<file path="src/rtl/slave_port_pkg.sv">
// Shared types and default sizes for the serial slave port and its serializer.
package slave_port_pkg;

    localparam int DEF_ADDR_WIDTH = 12;
    localparam int DEF_DATA_WIDTH = 8;

    typedef enum logic [2:0] {
        IDLE,
        ADDR,
        WDATA,
        MEMWR,
        MEMRD,
        RWAIT,
        RSEND
    } state_e;

    // One spare bit so the counter can represent the full width without wrapping.
    function automatic int cnt_width(input int a_w, input int d_w);
        return $clog2((a_w > d_w) ? a_w : d_w) + 1;
    endfunction

endpackage

</file>
<file path="src/rtl/slave_piso.sv">
// Parallel-in serial-out shifter for read data: loads a word, then emits it LSB first
// with valid held for exactly DATA_WIDTH cycles.
module slave_piso
    import slave_port_pkg::*;
#(
    parameter int DATA_WIDTH = DEF_DATA_WIDTH
) (
    input  logic                  clk,
    input  logic                  rstn,
    input  logic                  load_i,
    input  logic [DATA_WIDTH-1:0] data_i,
    output logic                  sdata_o,
    output logic                  valid_o
);

    localparam int REM_W = $clog2(DATA_WIDTH + 1);

    logic [DATA_WIDTH-1:0] shift_q, shift_d;
    logic [REM_W-1:0]      rem_q, rem_d;

    always_ff @(posedge clk or negedge rstn) begin
        if (!rstn) begin
            shift_q <= '0;
            rem_q   <= '0;
        end else begin
            shift_q <= shift_d;
            rem_q   <= rem_d;
        end
    end

    always_comb begin
        shift_d = shift_q;
        rem_d   = rem_q;
        if (load_i) begin
            shift_d = data_i;
            rem_d   = REM_W'(DATA_WIDTH);
        end else if (rem_q != '0) begin
            shift_d = shift_q >> 1;
            rem_d   = rem_q - 1'b1;
        end
    end

    assign valid_o = (rem_q != '0);
    // Line is forced low outside the valid window so idle bus reads as zero.
    assign sdata_o = valid_o & shift_q[0];

endmodule

</file>
<file path="src/rtl/slave_port.sv">
// Bit-serial bus slave: receives address (and write data) LSB first, performs one memory
// access, and for reads returns the word serially. ADDR_WIDTH must be at least 2.
module slave_port
    import slave_port_pkg::*;
#(
    parameter int ADDR_WIDTH = DEF_ADDR_WIDTH,
    parameter int DATA_WIDTH = DEF_DATA_WIDTH
) (
    input  logic                  clk,
    input  logic                  rstn,
    input  logic                  swdata,
    input  logic                  smode,
    input  logic                  mvalid,
    output logic                  srdata,
    output logic                  svalid,
    output logic                  sready,
    output logic [ADDR_WIDTH-1:0] mem_addr,
    output logic [DATA_WIDTH-1:0] mem_wdata,
    output logic                  mem_wen,
    output logic                  mem_ren,
    input  logic [DATA_WIDTH-1:0] mem_rdata,
    input  logic                  mem_rvalid
);

    localparam int CNT_W = cnt_width(ADDR_WIDTH, DATA_WIDTH);

    state_e                state_q, state_d;
    logic [CNT_W-1:0]      cnt_q, cnt_d;
    logic [ADDR_WIDTH-1:0] addr_q, addr_d;
    logic [DATA_WIDTH-1:0] wdata_q, wdata_d;
    logic                  mode_q, mode_d;

    logic                  addr_cap, data_cap;
    logic [CNT_W-1:0]      addr_idx;
    logic                  piso_load;

    always_ff @(posedge clk or negedge rstn) begin
        if (!rstn) begin
            state_q <= IDLE;
            cnt_q   <= '0;
            addr_q  <= '0;
            wdata_q <= '0;
            mode_q  <= 1'b0;
        end else begin
            state_q <= state_d;
            cnt_q   <= cnt_d;
            addr_q  <= addr_d;
            wdata_q <= wdata_d;
            mode_q  <= mode_d;
        end
    end

    // Address bit 0 arrives with the start cycle, so ADDR writes bit cnt+1.
    assign addr_cap = mvalid && ((state_q == IDLE) || (state_q == ADDR));
    assign data_cap = mvalid && (state_q == WDATA);
    assign addr_idx = (state_q == IDLE) ? '0 : cnt_q + 1'b1;

    generate
        for (genvar gi = 0; gi < ADDR_WIDTH; gi++) begin : g_addr_bit
            assign addr_d[gi] = (addr_cap && (addr_idx == CNT_W'(gi))) ? swdata : addr_q[gi];
        end
        for (genvar gi = 0; gi < DATA_WIDTH; gi++) begin : g_data_bit
            assign wdata_d[gi] = (data_cap && (cnt_q == CNT_W'(gi))) ? swdata : wdata_q[gi];
        end
    endgenerate

    always_comb begin
        state_d = state_q;
        mode_d  = mode_q;
        case (state_q)
            IDLE: begin
                if (mvalid) begin
                    mode_d  = smode;
                    state_d = ADDR;
                end
            end
            ADDR: begin
                if (mvalid && (cnt_q == CNT_W'(ADDR_WIDTH - 2))) begin
                    state_d = mode_q ? WDATA : MEMRD;
                end
            end
            WDATA: begin
                if (mvalid && (cnt_q == CNT_W'(DATA_WIDTH - 1))) begin
                    state_d = MEMWR;
                end
            end
            MEMWR:   state_d = IDLE;
            MEMRD:   state_d = RWAIT;
            RWAIT: begin
                if (mem_rvalid) begin
                    state_d = RSEND;
                end
            end
            RSEND: begin
                if (cnt_q == CNT_W'(DATA_WIDTH - 1)) begin
                    state_d = IDLE;
                end
            end
            default: state_d = IDLE;
        endcase

        if (state_d != state_q) begin
            cnt_d = '0;
        end else if (addr_cap || data_cap || (state_q == RSEND)) begin
            cnt_d = cnt_q + 1'b1;
        end else begin
            cnt_d = cnt_q;
        end
    end

    always_comb begin
        sready    = (state_q == IDLE);
        mem_wen   = (state_q == MEMWR);
        mem_ren   = (state_q == MEMRD);
        piso_load = (state_q == RWAIT) && mem_rvalid;
    end

    assign mem_addr  = addr_q;
    assign mem_wdata = wdata_q;

    slave_piso #(
        .DATA_WIDTH (DATA_WIDTH)
    ) u_piso (
        .clk     (clk),
        .rstn    (rstn),
        .load_i  (piso_load),
        .data_i  (mem_rdata),
        .sdata_o (srdata),
        .valid_o (svalid)
    );

endmodule

</file>
<file path="config.mk">
export PLATFORM = sky130hd
export DESIGN_NAME = slave_port
export DESIGN_NICKNAME = d
export VERILOG_FILES = /design/src/rtl/slave_port_pkg.sv /design/src/rtl/slave_piso.sv /design/src/rtl/slave_port.sv
export SDC_FILE = /design/constraint.sdc
export NUM_CORES = 1
export LEC_CHECK = 0
export BUFFER_PORTS_ARGS = -buffer_cell sky130_fd_sc_hd__buf_4
export CAP_MARGIN = 20
export CORE_MARGIN = 2
export CORE_UTILIZATION = 56
export DETAILED_ROUTE_END_ITERATION = 10
export PLACE_DENSITY = 0.79
export RECOVER_POWER = 50
export SETUP_SLACK_MARGIN = 0.02
export SLEW_MARGIN = 20
export SYNTH_ARGS = -nofsm -noshare
export SYNTH_HDL_FRONTEND = slang
export SYNTH_SLANG_ARGS = --single-unit
</file>
<file path="constraint.sdc">
create_clock -name clk -period 2.6 [get_ports clk]
set_input_delay 0.52 -clock clk [delete_from_list [all_inputs] [get_ports clk]]
set_output_delay 0.52 -clock clk [all_outputs]
set_load 0.02 [all_outputs]
</file>
Word-level counts from Yosys, hierarchy flattened. Cells that the tools add are included.

Add/subtract/negate cells: 2. Equal/unequal tests: 26. Mux-type cells: 14. Bitwise operators: 1. Reduce and logical (&&, ||, !) cells: 35.

Operator list (number): $eq 5x3->1 const B (8); $eq 5x4->1 const B (5); $logic_and 1x1->1 (25); $eq 5x2->1 const B (4); $mux 3 (6); $pmux 3 s6 (1); $mux 8 (2); $mux 5 (3); $eq 5x1->1 const B (2); $logic_not 5->1 (2); $eq 3x3->1 const B (3); $mux 4 (2); $eq 3x2->1 const B (2); $add 5x1->5 const B (1); $reduce_bool 2->1 (2); $reduce_bool 4->1 (1); $sub 4x1->4 const B (1); $eq 3x1->1 const B (1); $logic_not 3->1 (1); $logic_or 1x1->1 (3); $ne 3x3->1 (1); $reduce_and 2->1 (1); $and 1x1->1 (1).

Register bits: 41. Output and inout port bits: 25. Logic and storage cells: 103.

Longest topological paths before layout.
Depth in word-level cells: 7. Depth in mapped cells: 8. Depth with buffers taken out: 7.

Modules after synthesis. From an unflattened synthesis, not the netlist that was laid out.

Cell total of the unflattened synthesis: 229. Area, all modules: 2329.7 um2.

Modules (own cells, without submodules): slave_port (times used 1, cells an instance 167, area an instance 1740.4 um2); slave_piso (times used 1, cells an instance 62, area an instance 589.3 um2).

Worst setup path after synthesis. OpenSTA, ideal clock, no wires.

Kind: register to output. From: register u_piso.rem_q[0]. To: output port srdata. Data arrival time: 1.400 ns. Required time: 2.080 ns. Path slack: 0.680 ns. Stages on the path, launching flop included: 6. Buffers on the path: 1. Path through: dfrtp_1 > inv_1 > ha_1 > nor3b_2 > buf_2 > nor2b_1.

Word-level cells in the longest chain between the ends: 2.

Ends and longest elaborated chain: start: declaration (RTL line slave_piso.sv:19) `logic [REM_W-1:0] rem_q, rem_d;`; start signal: assignment (RTL line slave_piso.sv:27) `rem_q <= rem_d;`; $reduce_bool 4->1 (RTL line slave_piso.sv:43) `assign valid_o = (rem_q != '0);`; $and 1x1->1 (RTL line slave_piso.sv:45) `assign sdata_o = valid_o & shift_q[0];`; end: declaration (RTL line slave_port.sv:14) `output logic srdata,`.

Every way passes these cells.

Worst setup path after layout.
From: register cnt_q[1]. To: register addr_q[11], in the netlist mem_addr[11].

Word-level cells in the longest chain between the ends: 4.

Ends and longest elaborated chain: start: declaration (RTL line slave_port.sv:28) `logic [CNT_W-1:0] cnt_q, cnt_d;`; start signal: assignment (RTL line slave_port.sv:46) `cnt_q <= cnt_d;`; $add 5x1->5 (RTL line slave_port.sv:56) `assign addr_idx = (state_q == IDLE) ? '0 : cnt_q + 1'b1;`; $mux 5 (RTL line slave_port.sv:56); $eq 5x4->1 (RTL line slave_port.sv:60) `assign addr_d[gi] = (addr_cap && (addr_idx == CNT_W'(gi))) ? swdata : addr_q[gi];`; $logic_and 1x1->1 (RTL line slave_port.sv:60); end signal: assignment (RTL line slave_port.sv:47) `addr_q <= addr_d;`; end: declaration (RTL line slave_port.sv:29) `logic [ADDR_WIDTH-1:0] addr_q, addr_d;`.

Every way passes these cells. A chain may end at the register's enable or synchronous reset.

==> summary.md <==
| Metric | Value |
|---|---|
| Layout cells sized above 1 | 0.272 |
| Flop pwr share | 0.374 |
| Yosys top cell area share | 0.436 |
| Syn Std Cell Area | 2350 um^2 |
| Fillers | 362 |
| Worst min path class | in2async |
| Final worst slack | 0.412 ns |
| Htree depth | 2 |
| DRT Wirelength | 4.71 mm |
| Syn avg cell area | 10.7 um^2 |
| Clk pwr share | 0.196 |
| Num CTS Buffers | 5 |
| Vias in the first global route | 1557 |
| Max-cap violation count | 0 |
| CP peak stage delay | 0.45 ns |
| Leak | approximately 1.2 nW |
| Critical Path RT | about 2.8 ns |
| Status | complete, no violations |
| Slowest library cell on the worst path | dfrtp_1 |
| Pre-CTS setup slack | around 0.43 ns |
| Crit end category | flip-flop |
| Final Instance Area | about 2700 um^2 |
| F_max | between 400 and 500 MHz |
| Routability congestion estimate | ~0.83 |
| Sw Share | 0.398 |
| Syn Inst Count | 220 |
| Unrepaired setup endpoints after global routing | no |
| Switch Pwr | 1.07 mW |
| Post-synth top cells | dfrtp_1 (41), nand2_1 (24), mux2_2 (17), nor2_1 (14), o21ai_0 (11) |
| Full die area | 4730 um^2 |
| Worst Skew | a little over 0.006 ns |
| Initial Util | 0.584 |
| Pin count of the biggest net entering global routing | 42 |
| First-iteration detailed-routing DRC count | 113 |
| Clk Latency, worst-skew pair | between 0.2 and 0.3 ns |
| Port bufs | 38 |
| Count leader, synth | dfrtp_1 |
| Period Utilization, post-route | 0.842 |
| Synth Register Bits | 41 |
| CTS clock-pin slew for the worst setup and hold paths | 0.08 ns |
| Total negative slack | 0 ns |
| Die width | 68.8 um |
| Reg area | 1030 um^2 |
| Initial antenna violation count | 0 |
| Row count | 23 |
| # placed instances | 296 |
| Cell Count, Final, Fillers Out | between 300 and 400 |
| # diodes | 0 |
| Synth warnings | 0 |
| Total grt overflow | 0 |
| Hold-fix buffers, CTS | 0 |
| Post-synthesis sequential area ratio | 0.436 |
| Slew Limit Headroom | 0.320 |
| Synth async-reset ratio | 1.00 |
| Worst Setup Path Type | reg2reg |
| Hold_ws | 0.389 ns |
| Post-Route Utilization | 0.661 |
| Die height | 68.8 um |
| Startpoint types | flip-flop |
| Multi-input gate area | around 1200 um^2 |
| Total global-route track usage | 0.218 |
| Worst vdd ir | between 0.5 and 0.6 mV |
| EDFF count, synth | 0 |
| WP buf/inv | 0 |
| Final Hold Fails | 0 |
| DR vias/cell | between 5 and 6 |
| DRC | 0 |
| CTS max path bufs | 2 |
| Flop2flop setup slack | 0.41 ns |
| First-pass GRT wire length | about 7.5 mm |
| Final min period | 2.19 ns |
| Pint | 1.62 mW |
| Final setup violating endpoints | 0 |
| Count of different cell masters after synthesis | 48 |
| DR WL/cell | 15.5 um |
| Worst slew pin tran | approximately 1.0 ns |
| Core area | 4030 um^2 |
| PD cells | 1010 nW/um^2 |
| DR vias | 1721 |
| Post-Place Cell Area | 2590 um^2 |
| Post_cts resized | 0 |
| CP cell instances | ha_1 > nand3_2 > xor2_1 > nand3_1 > nor4b_2 > mux2_2 |
| DRT Pass-1 Iters | 4 |
| Area leader, netlist | dfrtp_1 |
| Crit path max fanout | 9 |
| Synthesized Nets | 240 |
| Delay-heaviest family, CP | simple AND/OR/NAND/NOR gates |
| CTS tree | done |
| Total power | 2.69 mW |
| IO Pins | 39 |
| Prevailing post-synth register cell | dfrtp_1 |
| Root Driver | clkbuf_8 |
| Combinational fraction of design power | 0.430 |
| Layout area overhead | 13.1% |
| CP arrival | 2.37 ns |
| DP HPWL | 3.26 mm |
| Final Max Tran Viols | 0 |
| Routed Antenna Nets | 0 |
| Clock Sinks | 41 |
| # Post-CTS Setup Buffers | 0 |
| Area contributors post-synth | dfrtp_1 (44%), mux2_2 (8.1%), mux2i_1 (3.8%), nand2_1 (3.8%), ha_1 (3.2%) |
| # nets final | around 270 |
==> layout make-up <==
| type | count | area share |
|---|---|---|
| clock buffer | 7 | 0.0324 |
| clock inverter | 1 | 0.0113 |
| inverter | 8 | 0.0113 |
| multi-input combinational | 157 | 0.440 |
| sequential | 41 | 0.386 |
| tap | 50 | 0.0235 |
| timing repair buffer | 40 | 0.0964 |
==> worst register-to-register path: stages (launching register included) <==
cell	delay, ns
dfrtp_1	0.45
ha_1	0.42
nand3_2	0.16
xor2_1	0.24
nand3_1	0.17
nor4b_2	0.29
mux2_2	0.36
==> power groups by stage <==
stage | clock network, mW | registers [mW] | logic (mW)
floorplan | 0 | 1.02 | 0.896
finish | 0.528 | 1.00 | 1.16
CTS | 0.539 | 1.01 | 1.19
global route | 0.568 | 1.03 | 1.28
detailed placement | 0 | 1.01 | 1.18
global placement | 0 | 1.01 | 1.16
==> per-layer routing <==
layer,vias to the layer above,share of wire,track usage
met1,842,0.46,0.302
met5,-,0,0
met2,43,0.48,0.340
met3,6,0.051,0.0519
met4,0,0.013,0.0662
li1,830,-,-
==> flip-flops by register name (all words and copies together) (netlist names) <==
register,cells
mem_addr,12
u_piso.rem_q,4
mode_q,1
u_piso.shift_q,8
mem_wdata,8
cnt_q,5
state_q,3
==> worst paths after layout <==
| path | start | depth (start not counted) | end |
|---|---|---|---|
| max in group asynchronous | rstn | 1 | cnt_q[0]$_DFFE_PN0P_ |
| setup reg to reg | cnt_q[1]$_DFFE_PN0P_ | 6 | mem_addr[11]$_DFFE_PN0P_ |
| setup / recovery | cnt_q[1]$_DFFE_PN0P_ | 6 | mem_addr[11]$_DFFE_PN0P_ |
| hold / removal | rstn | 1 | mem_addr[7]$_DFFE_PN0P_ |
| min in group clk | mem_rdata[7] | 3 | u_piso.shift_q[7]$_DFFE_PN0P_ |
| hold reg to reg | mem_addr[1]$_DFFE_PN0P_ | 1 | mem_addr[1]$_DFFE_PN0P_ |
==> cell usage in the layout, fill, tap and decap left out, types with 8 or more instances in the layout <==
cell,instances
clkbuf_1,12
nand3_1,8
nor3_1,8
inv_1,8
dfrtp_1,41
mux2i_1,9
buf_4,28
nand2_1,24
nor2_1,14
mux2_2,17
o21ai_0,11
==> logic make-up after synthesis <==
group | count (synthesis) | share of synthesized area
mux | 29 | 0.134
xor+xnor | 9 | 0.0367
buf+inv | 22 | 0.0665
fa+ha+maj | 6 | 0.0319
compound gates | 28 | 0.0840
flops | 41 | 0.436
simple gates | 85 | 0.211
Note: power is estimated with default switching activity, not from simulation.
